`src/rtl/sqd_seq_tx.sv`:
```
// Serial pattern transmitter: loads a pattern word, shifts it out MSB-first with repeats and idle gaps.
// Optional define SQD_SEQ_TX_MARK_EN enables MARK_OUT, the registered bit-0 marker of each repetition.
module sqd_seq_tx #(
    parameter int   WIDTH    = 8,
    parameter int   LEN_W    = 4,
    parameter int   CNT_W    = 4,
    parameter int   GAP_W    = 4,
    parameter logic IDLE_BIT = 1'b0
) (
    input  logic             CLK,
    input  logic             RESET,
    input  logic             LOAD_VALID,
    output logic             LOAD_READY,
    input  logic [WIDTH-1:0] PATTERN,
    input  logic [LEN_W-1:0] LEN,
    input  logic [CNT_W-1:0] REPEAT,
    input  logic [GAP_W-1:0] GAP,
    input  logic             ABORT,
    output logic             X_OUT,
    output logic             BUSY,
    output logic             DONE,
    output logic             MARK_OUT
);

    typedef enum logic [1:0] {
        ST_IDLE,
        ST_SHIFT,
        ST_GAP
    } state_t;

    state_t           state_q, state_d;
    logic [WIDTH-1:0] pat_q, pat_d;
    logic [LEN_W-1:0] len_q, len_d;
    logic [CNT_W-1:0] rep_q, rep_d;
    logic [GAP_W-1:0] gap_q, gap_d;
    logic [LEN_W-1:0] bit_q, bit_d;
    logic [GAP_W-1:0] gcnt_q, gcnt_d;
    logic             x_q, x_d;
    logic             done_q, done_d;

    logic             accept;
    logic [LEN_W-1:0] len_n;

    function automatic logic pick(input logic [WIDTH-1:0] p, input logic [LEN_W-1:0] idx);
        logic [WIDTH-1:0] s;
        s = p >> idx;
        return s[0];
    endfunction

    assign LOAD_READY = (state_q == ST_IDLE) && !ABORT && !RESET;
    assign accept     = LOAD_VALID && LOAD_READY;
    assign len_n      = (LEN > LEN_W'(WIDTH)) ? LEN_W'(WIDTH) : LEN;

    // bit_q always names the pattern bit currently on X_OUT, so x_d is looked up one bit ahead.
    always_comb begin
        state_d = state_q;
        pat_d   = pat_q;
        len_d   = len_q;
        rep_d   = rep_q;
        gap_d   = gap_q;
        bit_d   = bit_q;
        gcnt_d  = gcnt_q;
        x_d     = IDLE_BIT;
        done_d  = 1'b0;

        unique case (state_q)
            ST_IDLE: begin
                if (accept) begin
                    pat_d = PATTERN;
                    len_d = len_n;
                    rep_d = (REPEAT == '0) ? CNT_W'(1) : REPEAT;
                    gap_d = GAP;
                    if (len_n == '0) begin
                        done_d = 1'b1;
                    end else begin
                        state_d = ST_SHIFT;
                        bit_d   = len_n - LEN_W'(1);
                        x_d     = pick(PATTERN, len_n - LEN_W'(1));
                    end
                end
            end
            ST_SHIFT: begin
                if (ABORT) begin
                    state_d = ST_IDLE;
                end else if (bit_q != '0) begin
                    bit_d = bit_q - LEN_W'(1);
                    x_d   = pick(pat_q, bit_q - LEN_W'(1));
                end else if (rep_q == CNT_W'(1)) begin
                    state_d = ST_IDLE;
                    done_d  = 1'b1;
                end else begin
                    rep_d = rep_q - CNT_W'(1);
                    if (gap_q != '0) begin
                        state_d = ST_GAP;
                        gcnt_d  = gap_q;
                    end else begin
                        bit_d = len_q - LEN_W'(1);
                        x_d   = pick(pat_q, len_q - LEN_W'(1));
                    end
                end
            end
            ST_GAP: begin
                if (ABORT) begin
                    state_d = ST_IDLE;
                end else if (gcnt_q == GAP_W'(1)) begin
                    state_d = ST_SHIFT;
                    bit_d   = len_q - LEN_W'(1);
                    x_d     = pick(pat_q, len_q - LEN_W'(1));
                end else begin
                    gcnt_d = gcnt_q - GAP_W'(1);
                end
            end
            default: state_d = ST_IDLE;
        endcase
    end

    always_ff @(posedge CLK or posedge RESET) begin
        if (RESET) begin
            state_q <= ST_IDLE;
            pat_q   <= '0;
            len_q   <= '0;
            rep_q   <= '0;
            gap_q   <= '0;
            bit_q   <= '0;
            gcnt_q  <= '0;
            x_q     <= IDLE_BIT;
            done_q  <= 1'b0;
        end else begin
            state_q <= state_d;
            pat_q   <= pat_d;
            len_q   <= len_d;
            rep_q   <= rep_d;
            gap_q   <= gap_d;
            bit_q   <= bit_d;
            gcnt_q  <= gcnt_d;
            x_q     <= x_d;
            done_q  <= done_d;
        end
    end

    assign X_OUT = x_q;
    assign BUSY  = (state_q != ST_IDLE);
    assign DONE  = done_q;

`ifdef SQD_SEQ_TX_MARK_EN
    logic mark_q, mark_d;

    always_comb begin
        mark_d = (state_d == ST_SHIFT) && (bit_d == '0);
    end

    always_ff @(posedge CLK or posedge RESET) begin
        if (RESET) begin
            mark_q <= 1'b0;
        end else begin
            mark_q <= mark_d;
        end
    end

    assign MARK_OUT = mark_q;
`else
    assign MARK_OUT = 1'b0;
`endif

endmodule

```
`config.mk`:
```
export PLATFORM = sky130hd
export DESIGN_NAME = sqd_seq_tx
export DESIGN_NICKNAME = d
export VERILOG_FILES = /design/src/rtl/sqd_seq_tx.sv
export SDC_FILE = /design/constraint.sdc
export NUM_CORES = 1
export LEC_CHECK = 0
export CORE_MARGIN = 4
export CORE_UTILIZATION = 50
export DETAILED_ROUTE_END_ITERATION = 12
export PLACE_DENSITY = 0.76
export SYNTH_ARGS = -nofsm -noshare
export SYNTH_HDL_FRONTEND = slang
export SYNTH_SLANG_ARGS = --single-unit
```
`constraint.sdc`:
```
create_clock -name CLK -period 1.75 [get_ports CLK]
set_input_delay 0.35 -clock CLK [delete_from_list [all_inputs] [get_ports CLK]]
set_output_delay 0.35 -clock CLK [all_outputs]
set_load 0.02 [all_outputs]
```
Word-level counts from Yosys, hierarchy flattened
Index checks and enable logic that the tools add are counted.

word-level totals
  register bits = 32
  bits in latches = 0
  bits in writable memories = 0
  memory bits (read-only) = 0
  bits of input ports = 24
  output and inout port bits = 5
  logic and storage cells = 102
  memories kept = 0

cells by class
  add/sub/neg operators = 5
  $mul = 0
  divide/modulo/power cells = 0
  magnitude comparators = 1
  equal/unequal tests = 18
  shift operators = 3
  multiplexer cells = 47
  bitwise operators = 0
  reductions and logical operators = 19

operator list
  cell                                                                   count
  4-bit 2-to-1 mux                                                       20
  8-bit by 4-bit right shift with 1-bit output                           3
  4-bit by 1-bit subtractor with 4-bit output, second input constant     5
  2-bit inequality test, second input constant                           9
  2-bit 2-to-1 mux                                                       8
  4-bit case mux with 2 select lines                                     2
  1-bit 2-to-1 mux                                                       13
  3-bit inequality test, second input constant                           4
  4-bit case mux with 3 select lines                                     1
  5-bit AND reduction                                                    2
  4-bit by 1-bit equality test with 1-bit output, second input constant  2
  4-bit logical NOT                                                      2
  8-bit AND reduction                                                    1
  4-bit nonzero test                                                     2
  7-bit AND reduction                                                    1
  2-bit case mux with 3 select lines                                     1
  2-bit nonzero test                                                     3
  4-bit > comparator, second input constant                              1
  4-bit inequality test, second input constant                           1
  1-bit logical AND                                                      3
  1-bit case mux with 3 select lines                                     1
  3-bit nonzero test                                                     1
  2-bit by 1-bit equality test with 1-bit output, second input constant  1
  2-bit equality test, second input constant                             1
  other kinds (4)                                                        5

Longest topological paths before layout
Gate-level depths: netlist of run 1.

  depth after elaboration = 7
  mapped depth = 8
  mapped depth without buffers = 7

Worst setup path after synthesis of run 1
Ideal clock, no wire load.

  kind = register to register
  start = register state_q[0]
  end = register bit_q[2]
  setup time = 125 ps
  arrival time = 2,107 ps
  required time = 1,625 ps
  path slack = -482 ps
  cell stages (with the launch flop) = 8
  buffers on the path = 0
  period minus slack after synthesis = 2,232 ps
  cells stage by stage = dfrtp_1 -> inv_1 -> ha_1 -> inv_1 -> nor3_1 -> a31o_2 -> o221ai_2 -> mux2_2

on the way
  word-level cells in the longest chain between the ends = 6
  elaborated cells on any way between the ends = 16
  classes of those cells = 9 x eq/ne; 1 x mux; 6 x reduce/logical

RTL lines
  what                                    line  text
  from (decl)                             31    state_t state_q, state_d;
  from (signal assigned)                  129   state_q <= state_d;
  2-bit logical NOT                       50    assign LOAD_READY = (state_q == ST_IDLE) && !ABORT && !RESET;
  1-bit logical AND (2 in a row)          50
  named net LOAD_READY                    13    output logic LOAD_READY,
  1-bit logical AND                       51    assign accept = LOAD_VALID && LOAD_READY;
  2-bit inequality test (no source line)  --
  8-bit AND reduction (no source line)    --
  to (signal assigned)                    134   bit_q <= bit_d;
  to (decl)                               36    logic [LEN_W-1:0] bit_q, bit_d;

The timed path passes the listed nets, and every way through them passes these cells.
A chain may end at the register's enable or synchronous reset.

Worst setup path after layout of run 1
  start = register gcnt_q[1]
  end = register x_q (netlist: X_OUT)

on the way
  word-level cells in the longest chain between the ends = 4

RTL lines
  what                                            line  text
  from (decl)                                     37    logic [GAP_W-1:0] gcnt_q, gcnt_d;
  from (signal assigned)                          135   gcnt_q <= gcnt_d;
  4-bit by 1-bit equality test with 1-bit output  105   end else if (gcnt_q == GAP_W'(1)) begin
  1-bit 2-to-1 mux                                105
  1-bit 2-to-1 mux                                103   if (ABORT) begin
  1-bit case mux with 3 select lines              66    unique case (state_q)
  named net x_d                                   38    logic x_q, x_d;
  to (signal assigned)                            126   x_q <= IDLE_BIT;
  to (signal assigned)                            136   x_q <= x_d;
  to (decl)                                       38

The timed path passes the listed nets, and every way through them passes these cells.

==> qor.yml, run 1 <==
global_routing:
  grt_pass1_wl_um: 9360
  grt_overflow: 0
  antenna_found_initial: 0
  grt_start_max_net_pins: 21
  grt_usage_pct: 22.5
  grt_pass1_vias: 2106
yosys:
  synth_nets: 250
  async_reset_ff_share_pct: 100
  synth_top_area_share_pct: 36.8
  avgSynthCellArea_um2: 10.2
  synth_edf_count: 0
  syn_inst: 214
  ys_seq_area_share_pct: 36.8
  synth_cell_types: 51
  yosysMostFrequentCell: "dfrtp_1"
  synth.area.top_cells: "dfrtp_1, mux2_2, ha_1"
  synth_area_um2: 2180
  synth_area_leader_cell: "dfrtp_1"
  yosys_warnings: 0
  synth_common_cells: "dfrtp_1, mux2_2, o21ai_0, inv_1, nand2_1"
  ys_ff_latch: 32
  synthFlopType: "dfrtp_1"
route:
  avgViaCountPerCell: 5.72
  wl_per_cell_um: 16.8
  first_pass_iters: 4
  first_iter_violations: 143
  vias: 2052
  antenna_left: 0
  wl_um: 6030
  drc: 0
clock_network:
  cts-root-buf: "clkbuf_8"
  cts_made_buffers: 5
  cts.htree.levels: 2
  clk_pin_slew_worst_paths_ns: 0.07
  ctsLongestPathBuffers: 2
  clock-sinks: 32
  cts_tree: "done"
  clk_latency_ns: 0.29
  hold_buffers: 0
run_status:
  failed_checks: "setup timing"
  status: "finished, violations left"
timing:
  setup_viol: 14
  layout_setup_ws_ns: -0.220
  final-hold-violation-count: 0
  timing.final.crit_share_pct: 113
  drv_slew: 0
  rsz0062_at_grt: "yes"
  finClkSkew_ns: 0.0102
  max_freq_mhz: 508
  min_period_ns: 1.97
cells_and_area:
  num_antenna_cells: 0
  syn_to_final_growth_pct: 51.3
  layout.nets: 344
  drive_gt1_share_pct: 45.3
  fin_util_pct: 80.1
pwr:
  p_leak_nw: 1.48
  irDropWorstVdd_mv: 0.808
  power.density_nw_per_um2: 1680
  total_power_w: 0.00555
die:
  die_area_um2: 5470
  die_x_um: 74.0
  rows: 23
  die_y_um: 74.0
  ios: 29
  start_util_pct: 52.9
  core-area_um2: 4120
hold_path:
  hold_class: "primary input to register"
critical_path:
  cp-start-kind: "register"
  crit_required_ns: 1.95
  worstPathMaxFanout: 2
  crit_arrival_ns: 2.17
  rrSetupSlack_ns: -0.22
  cp-end-kind: "register"
  worstSetupPathType: "register to register"
placed_design:
  gp_congestion: 0.974
  dp_hpwl_um: 3930
  port-buffer-count: 27
flow_run:
  cap_violations: 0
==> path summary, 6_finish.rpt <==
check,from,endpoint,cells after the start
setup reg to reg,gcnt_q[1],X_OUT,7
hold / removal,LEN[3],len_q[1],3
max in group asynchronous,RESET,pat_q[2],4
setup / recovery,gcnt_q[1],X_OUT,7
min in group asynchronous,RESET,rep_q[0],4
hold reg to reg,len_q[1],len_q[1],2
==> power breakdown <==
group | leakage [nW] | total [W] | internal (W) | switching, W
Clock | 0.0455 | 0.000594 | 0.000321 | 0.000273
Sequential | 0.394 | 0.00134 | 0.00109 | 0.000247
Combinational | 1.04 | 0.00361 | 0.00194 | 0.00167
Total | 1.48 | 0.00555 | 0.00335 | 0.00219
==> layout make-up <==
class / count / area [um2]
multi-input combinational: 159 / 1480
fill: 272 / 821
sequential: 32 / 801
timing repair buffer: 94 / 797
clock buffer: 8 / 90.1
tap: 50 / 62.6
inverter: 16 / 60.1
==> critical path, cell delays in order (launching register included) <==
cell and delay [ns]:
dfrtp_1 0.40, inv_2 0.08, ha_4 0.11, or3b_4 0.40, nor3b_4 0.26, a31oi_1 0.11
or4_1 0.42, o211ai_1 0.09
==> flip-flops by register name, indices dropped and copies added, names as in the netlist <==
signal,count
DONE,1
state_q,2
gap_q,4
X_OUT,1
gcnt_q,4
pat_q,8
rep_q,4
bit_q,4
len_q,4
==> what timing repair did <==
item                       in CTS  in global routing
setup endpoints to repair      17                 17
gates resized for setup        30                 29
buffers inserted                6                  6
pin swaps                       9                 15
==> layer usage <==
| metal | GRT usage [%] | share of wire (%) |
|---|---|---|
| met1 | 26.8 | 40 |
| met2 | 39.0 | 50 |
| met3 | 4.59 | 4.8 |
| met4 | 10.3 | 4.7 |
| met5 | 0 | 0 |
==> placed cells by master, fill, tap and decap left out, types with 5 or more instances in the layout <==
cell type	synthesis	final
inv_1	16	9
mux2_2	18	17
nor2_1	10	10
o21ai_0	17	11
mux4_2	6	6
nor3_1	11	8
a21oi_1	6	5
ha_1	12	5
ha_4	0	5
inv_2	0	7
nand2_1	13	12
clkbuf_8	0	6
buf_4	1	62
dfrtp_1	32	32
a31oi_1	5	5
clkdlybuf4s50_1	0	22
buf_6	1	5
mux2i_1	6	6
==> cells by family after synthesis <==
| logic type | Yosys count | synth area share [%] |
|---|---|---|
| compound gates | 47 | 14.4 |
| buf+inv | 23 | 4.48 |
| flops | 32 | 36.8 |
| mux | 30 | 18.3 |
| other cells | 1 | 0.172 |
| xor+xnor | 3 | 1.21 |
| fa+ha+maj | 12 | 6.90 |
| simple gates | 66 | 17.8 |
==> through the flow <==
step | area [um2] | setup WS [ns] | hold slack, ns | TNS (ns) | instances
2_1_floorplan | 2210 | -0.183 | 0.461 | -0.922 | 214
3_3_place_gp | 2930 | -0.381 | 0.497 | -6.29 | 339
3_5_place_dp | 2930 | -0.449 | 0.498 | -7.22 | 339
4_1_cts | 3140 | -0.128 | 0.511 | -0.951 | 353
5_1_grt | 3290 | -0.291 | 0.539 | -2.75 | 359
6_report | 3290 | -0.220 | 0.500 | -1.75 | 359
(Power assumes the default switching activity.)
==> run 2, diff against run 1 <==
ABC_AREA = 1   (was not set)
==> run 2 against run 1 <==
The run still ends with setup timing left. Routed wire length shrank 3.1%. Sequential share of layout area grew 1.5 points. Area after synthesis shrank 0.17%. Synthesized cell count grew 40%. Register-to-register slack gained 0.28 ns. Clock skew shrank 0.0026 ns. Clock power grew 5.4%. Flip-flop and latch count is the same. First-iteration DRC count grew 20%. Die area shrank 0.15%. Clock-buffer cell count shrank 1. Cell area shrank 5.8%. Critical path type is now primary input to register. Largest cell class unchanged. Largest power group unchanged.
==> qor.yml, run 2 <==
critical_path:
  cp_slowest_cell: "clkdlybuf4s50_1"
  worstSetupPathType: "primary input to register"
  crit_required_ns: 1.96  # about the same
  cp-end-kind: "register"
  cp-start-kind: "primary input"
  crit_family: "buffers and inverters"
  path_buf_inv: 2  # +1
  cpMostUsedCell: "nand2_2"
  worstPathMaxFanout: 4  # +2
  crit_arrival_ns: 1.97  # -0.20 ns
  crit_path_cell_trace: "clkdlybuf4s50_1 > nand2_2 > nand2_2 > ha_2 > nand2_2 > nor2_4 > nor2_4 > o211ai_1 > buf_4 > nand2_1 > o21ai_1"
  max_stage_delay_ns: 0.52  # +0.10 ns
route:
  wl_per_cell_um: 13.6  # -19%
  vias: 2277  # +11%
  avgViaCountPerCell: 5.31  # -7.1%
  drc: 0  # unchanged
  antenna_left: 0  # unchanged
  first_iter_violations: 171  # +20%
  wl_um: 5840  # -3.1%
  first_pass_iters: 5  # +1
clock_network:
  clock-sinks: 32  # unchanged
  cts-root-buf: "clkbuf_8"
  cts.htree.levels: 2  # unchanged
  clk_latency_ns: 0.28  # about the same
  hold_buffers: 0  # unchanged
  cts_made_buffers: 5  # unchanged
  cts_tree: "done"
  ctsLongestPathBuffers: 2  # unchanged
  clk_pin_slew_worst_paths_ns: 0.07  # about the same
yosys:
  synth_edf_count: 0  # unchanged
  synth_top_area_share_pct: 36.8  # +0.064 points
  synth_common_cells: "nand2_1, inv_1, o21ai_0, dfrtp_1, nand3_1"
  syn_inst: 299  # +40%
  synthFlopType: "dfrtp_1"
  synthMuxAreaShare_pct: 0  # -18 points
  yosysMostFrequentCell: "nand2_1"
  synth_top_family_by_area: "simple AND/OR/NAND/NOR gates"
  yosys_warnings: 0  # unchanged
  synth_compound_area_share_pct: 19.0  # +4.6 points
  synth_xor_area_share_pct: 2.01  # +0.81 points
  synth_area_leader_cell: "dfrtp_1"
  async_reset_ff_share_pct: 100  # unchanged
  synth_nets: 335  # +34%
  ys_seq_area_share_pct: 36.8  # +0.064 points
  ys_ff_latch: 32  # unchanged
  avgSynthCellArea_um2: 7.27  # -29%
  synth_area_um2: 2170  # -0.17%
  synth.area.top_cells: "dfrtp_1, nand2_1, o21ai_0"
  synth-simple-area-share_pct: 25.4  # +7.6 points
  synth_fa_ha_area_share_pct: 6.91  # +0.012 points
  synth_cell_types: 32  # -37%
die:
  die_area_um2: 5470  # -0.15%
  die_y_um: 73.9  # about the same
  core-area_um2: 4120  # unchanged
  rows: 23  # unchanged
  start_util_pct: 52.8  # -0.091 points
  die_x_um: 73.9  # about the same
  ios: 29  # unchanged
placed_design:
  port-buffer-count: 27  # unchanged
  place_inst: 410  # +21%
  place_ws_ns: -0.496  # -0.0465 ns
  dpl_cell_area_um2: 2800  # -4.4%
  dp_hpwl_um: 4160  # +5.9%
  gp_congestion: 0.861  # -12%
pwr:
  sw_frac_of_total_pct: 44.2  # +4.6 points
  combPwrFrac_pct: 62.9  # -2.2 points
  power.density_nw_per_um2: 1680  # -0.35%
  p_int_w: 0.00291  # -13%
  p_seq_share_pct: 25.0  # +0.9 points
  p_clk_share_pct: 12.0  # +1.3 points
  power.switching_w: 0.00230  # +4.8%
  p_leak_nw: 1.49  # +0.81%
  irDropWorstVdd_mv: 0.822  # +1.6%
flow_run:
  cap_violations: 0  # unchanged
cells_and_area:
  regMostFlops: "pat_q"
  syn_to_final_growth_pct: 42.7
  nFillCells: 287  # +5.5%
  stdcell_area_um2: 3100  # -5.8%
  layout_common_cells: "nand2_1, buf_4, inv_1"
  instances_no_fill: 429  # +19%
  drive_gt1_share_pct: 26.9  # -18 points
  num_antenna_cells: 0  # unchanged
  layout_commonest_cell: "nand2_1"
  largest_register_ffs: 8  # unchanged
  layout.nets: 415  # +21%
timing:
  max_freq_mhz: 567  # +12%
  final-hold-violation-count: 0  # unchanged
  tns_ns: -0.0176  # +1.73 ns
  timing.final.crit_share_pct: 101  # -12 points
  layout_setup_ws_ns: -0.0135  # +0.207 ns
  setup_viol: 2  # -12
  min_period_ns: 1.76  # -0.207 ns
  rsz0062_at_grt: "yes"
  finClkSkew_ns: 0.00757  # -0.00263 ns
  drv_slew: 0  # unchanged
global_routing:
  antenna_found_initial: 0  # unchanged
  grt_start_max_net_pins: 33  # +57%
  grt_overflow: 0  # unchanged
  grt_pass1_wl_um: 9410  # +0.59%
  grt_usage_pct: 22.2  # -0.27 points
  grt_pass1_vias: 2130  # +1.1%
hold_path:
  hold_class: "primary input to register"
run_status:
  status: "finished, violations left"
  failed_checks: "setup timing"
-- run 2: cell type report --
| class | instances | area (um2) | share of cell area (%) |
|---|---|---|---|
| Tap cell | 50 | 62.6 | 2.02 |
| Multi-Input combinational cell | 215 | 1290 | 41.8 |
| Timing Repair Buffer | 80 | 673 | 21.7 |
| Sequential cell | 32 | 801 | 25.8 |
| Clock buffer | 7 | 96.3 | 3.11 |
| Inverter | 45 | 174 | 5.61 |
-- run 2: cell families (layout without fill, tap and decap cells) --
group                    Yosys count  after routing
adder cells (fa/ha/maj)           12             12
buffers and inverters             52            132
AO/OA/AOI/OAI                     69             69
XOR/XNOR                           5              5
flip-flops                        32             32
other                              1              1
AND/OR/NAND/NOR                  128            128
-- run 2: per-stage QoR --
stage	hold slack [ns]	power, W	util [%]
floorplan	0.453	0.00321	-
CTS	0.521	0.00496	72.2
finish	0.356	0.00520	75.4
global route	0.364	0.00565	75.4
global placement	0.478	0.00414	68.1
detailed placement	0.504	0.00423	68.1
-- run 2: final timing paths --
check                        endpoint  startpoint  cells after the start  slack [ns]
max                        state_q[0]      LEN[3]                     11       -0.01
min                          len_q[2]      LEN[2]                      3        0.36
max reg2reg                state_q[0]    bit_q[0]                     11        0.06
min reg2reg                  len_q[3]    len_q[3]                      2        0.52
max in group asynchronous   gcnt_q[1]       RESET                      3        0.89
min in group asynchronous  state_q[1]       RESET                      3        0.54
-- run 2: per-layer routing --
metal / vias up / wire length [um] / track usage, %
li1: 1135 / - / -
met1: 1052 / 2510 / 27.6
met4: 0 / 64 / 4.83
met3: 11 / 304 / 4.05
met5: - / 0 / 0
met2: 79 / 2960 / 40.1
-- run 2: power by group through the flow --
| stage | clock network (W) | logic (W) | registers (W) |
|---|---|---|---|
| final | 0.000626 | 0.00328 | 0.00130 |
| after global routing | 0.000678 | 0.00363 | 0.00134 |
| after CTS | 0.000633 | 0.00304 | 0.00129 |
| after detailed placement | 0 | 0.00293 | 0.00130 |
| after global placement | 0 | 0.00285 | 0.00129 |
| after floorplan | 0 | 0.00193 | 0.00127 |
-- run 2: what timing repair did --
| item | in CTS | in global routing |
|---|---|---|
| pin swaps | 7 | 15 |
| gates resized for setup | 15 | 38 |
| buffers inserted | 9 | 4 |
| endpoints found under the setup margin | 11 | 21 |
-- run 2: tightest hold or removal path, stage by stage --
cell and delay (ns):
dlymetal6s2s_1 0.12, nand2_1 0.07, o21ai_0 0.06
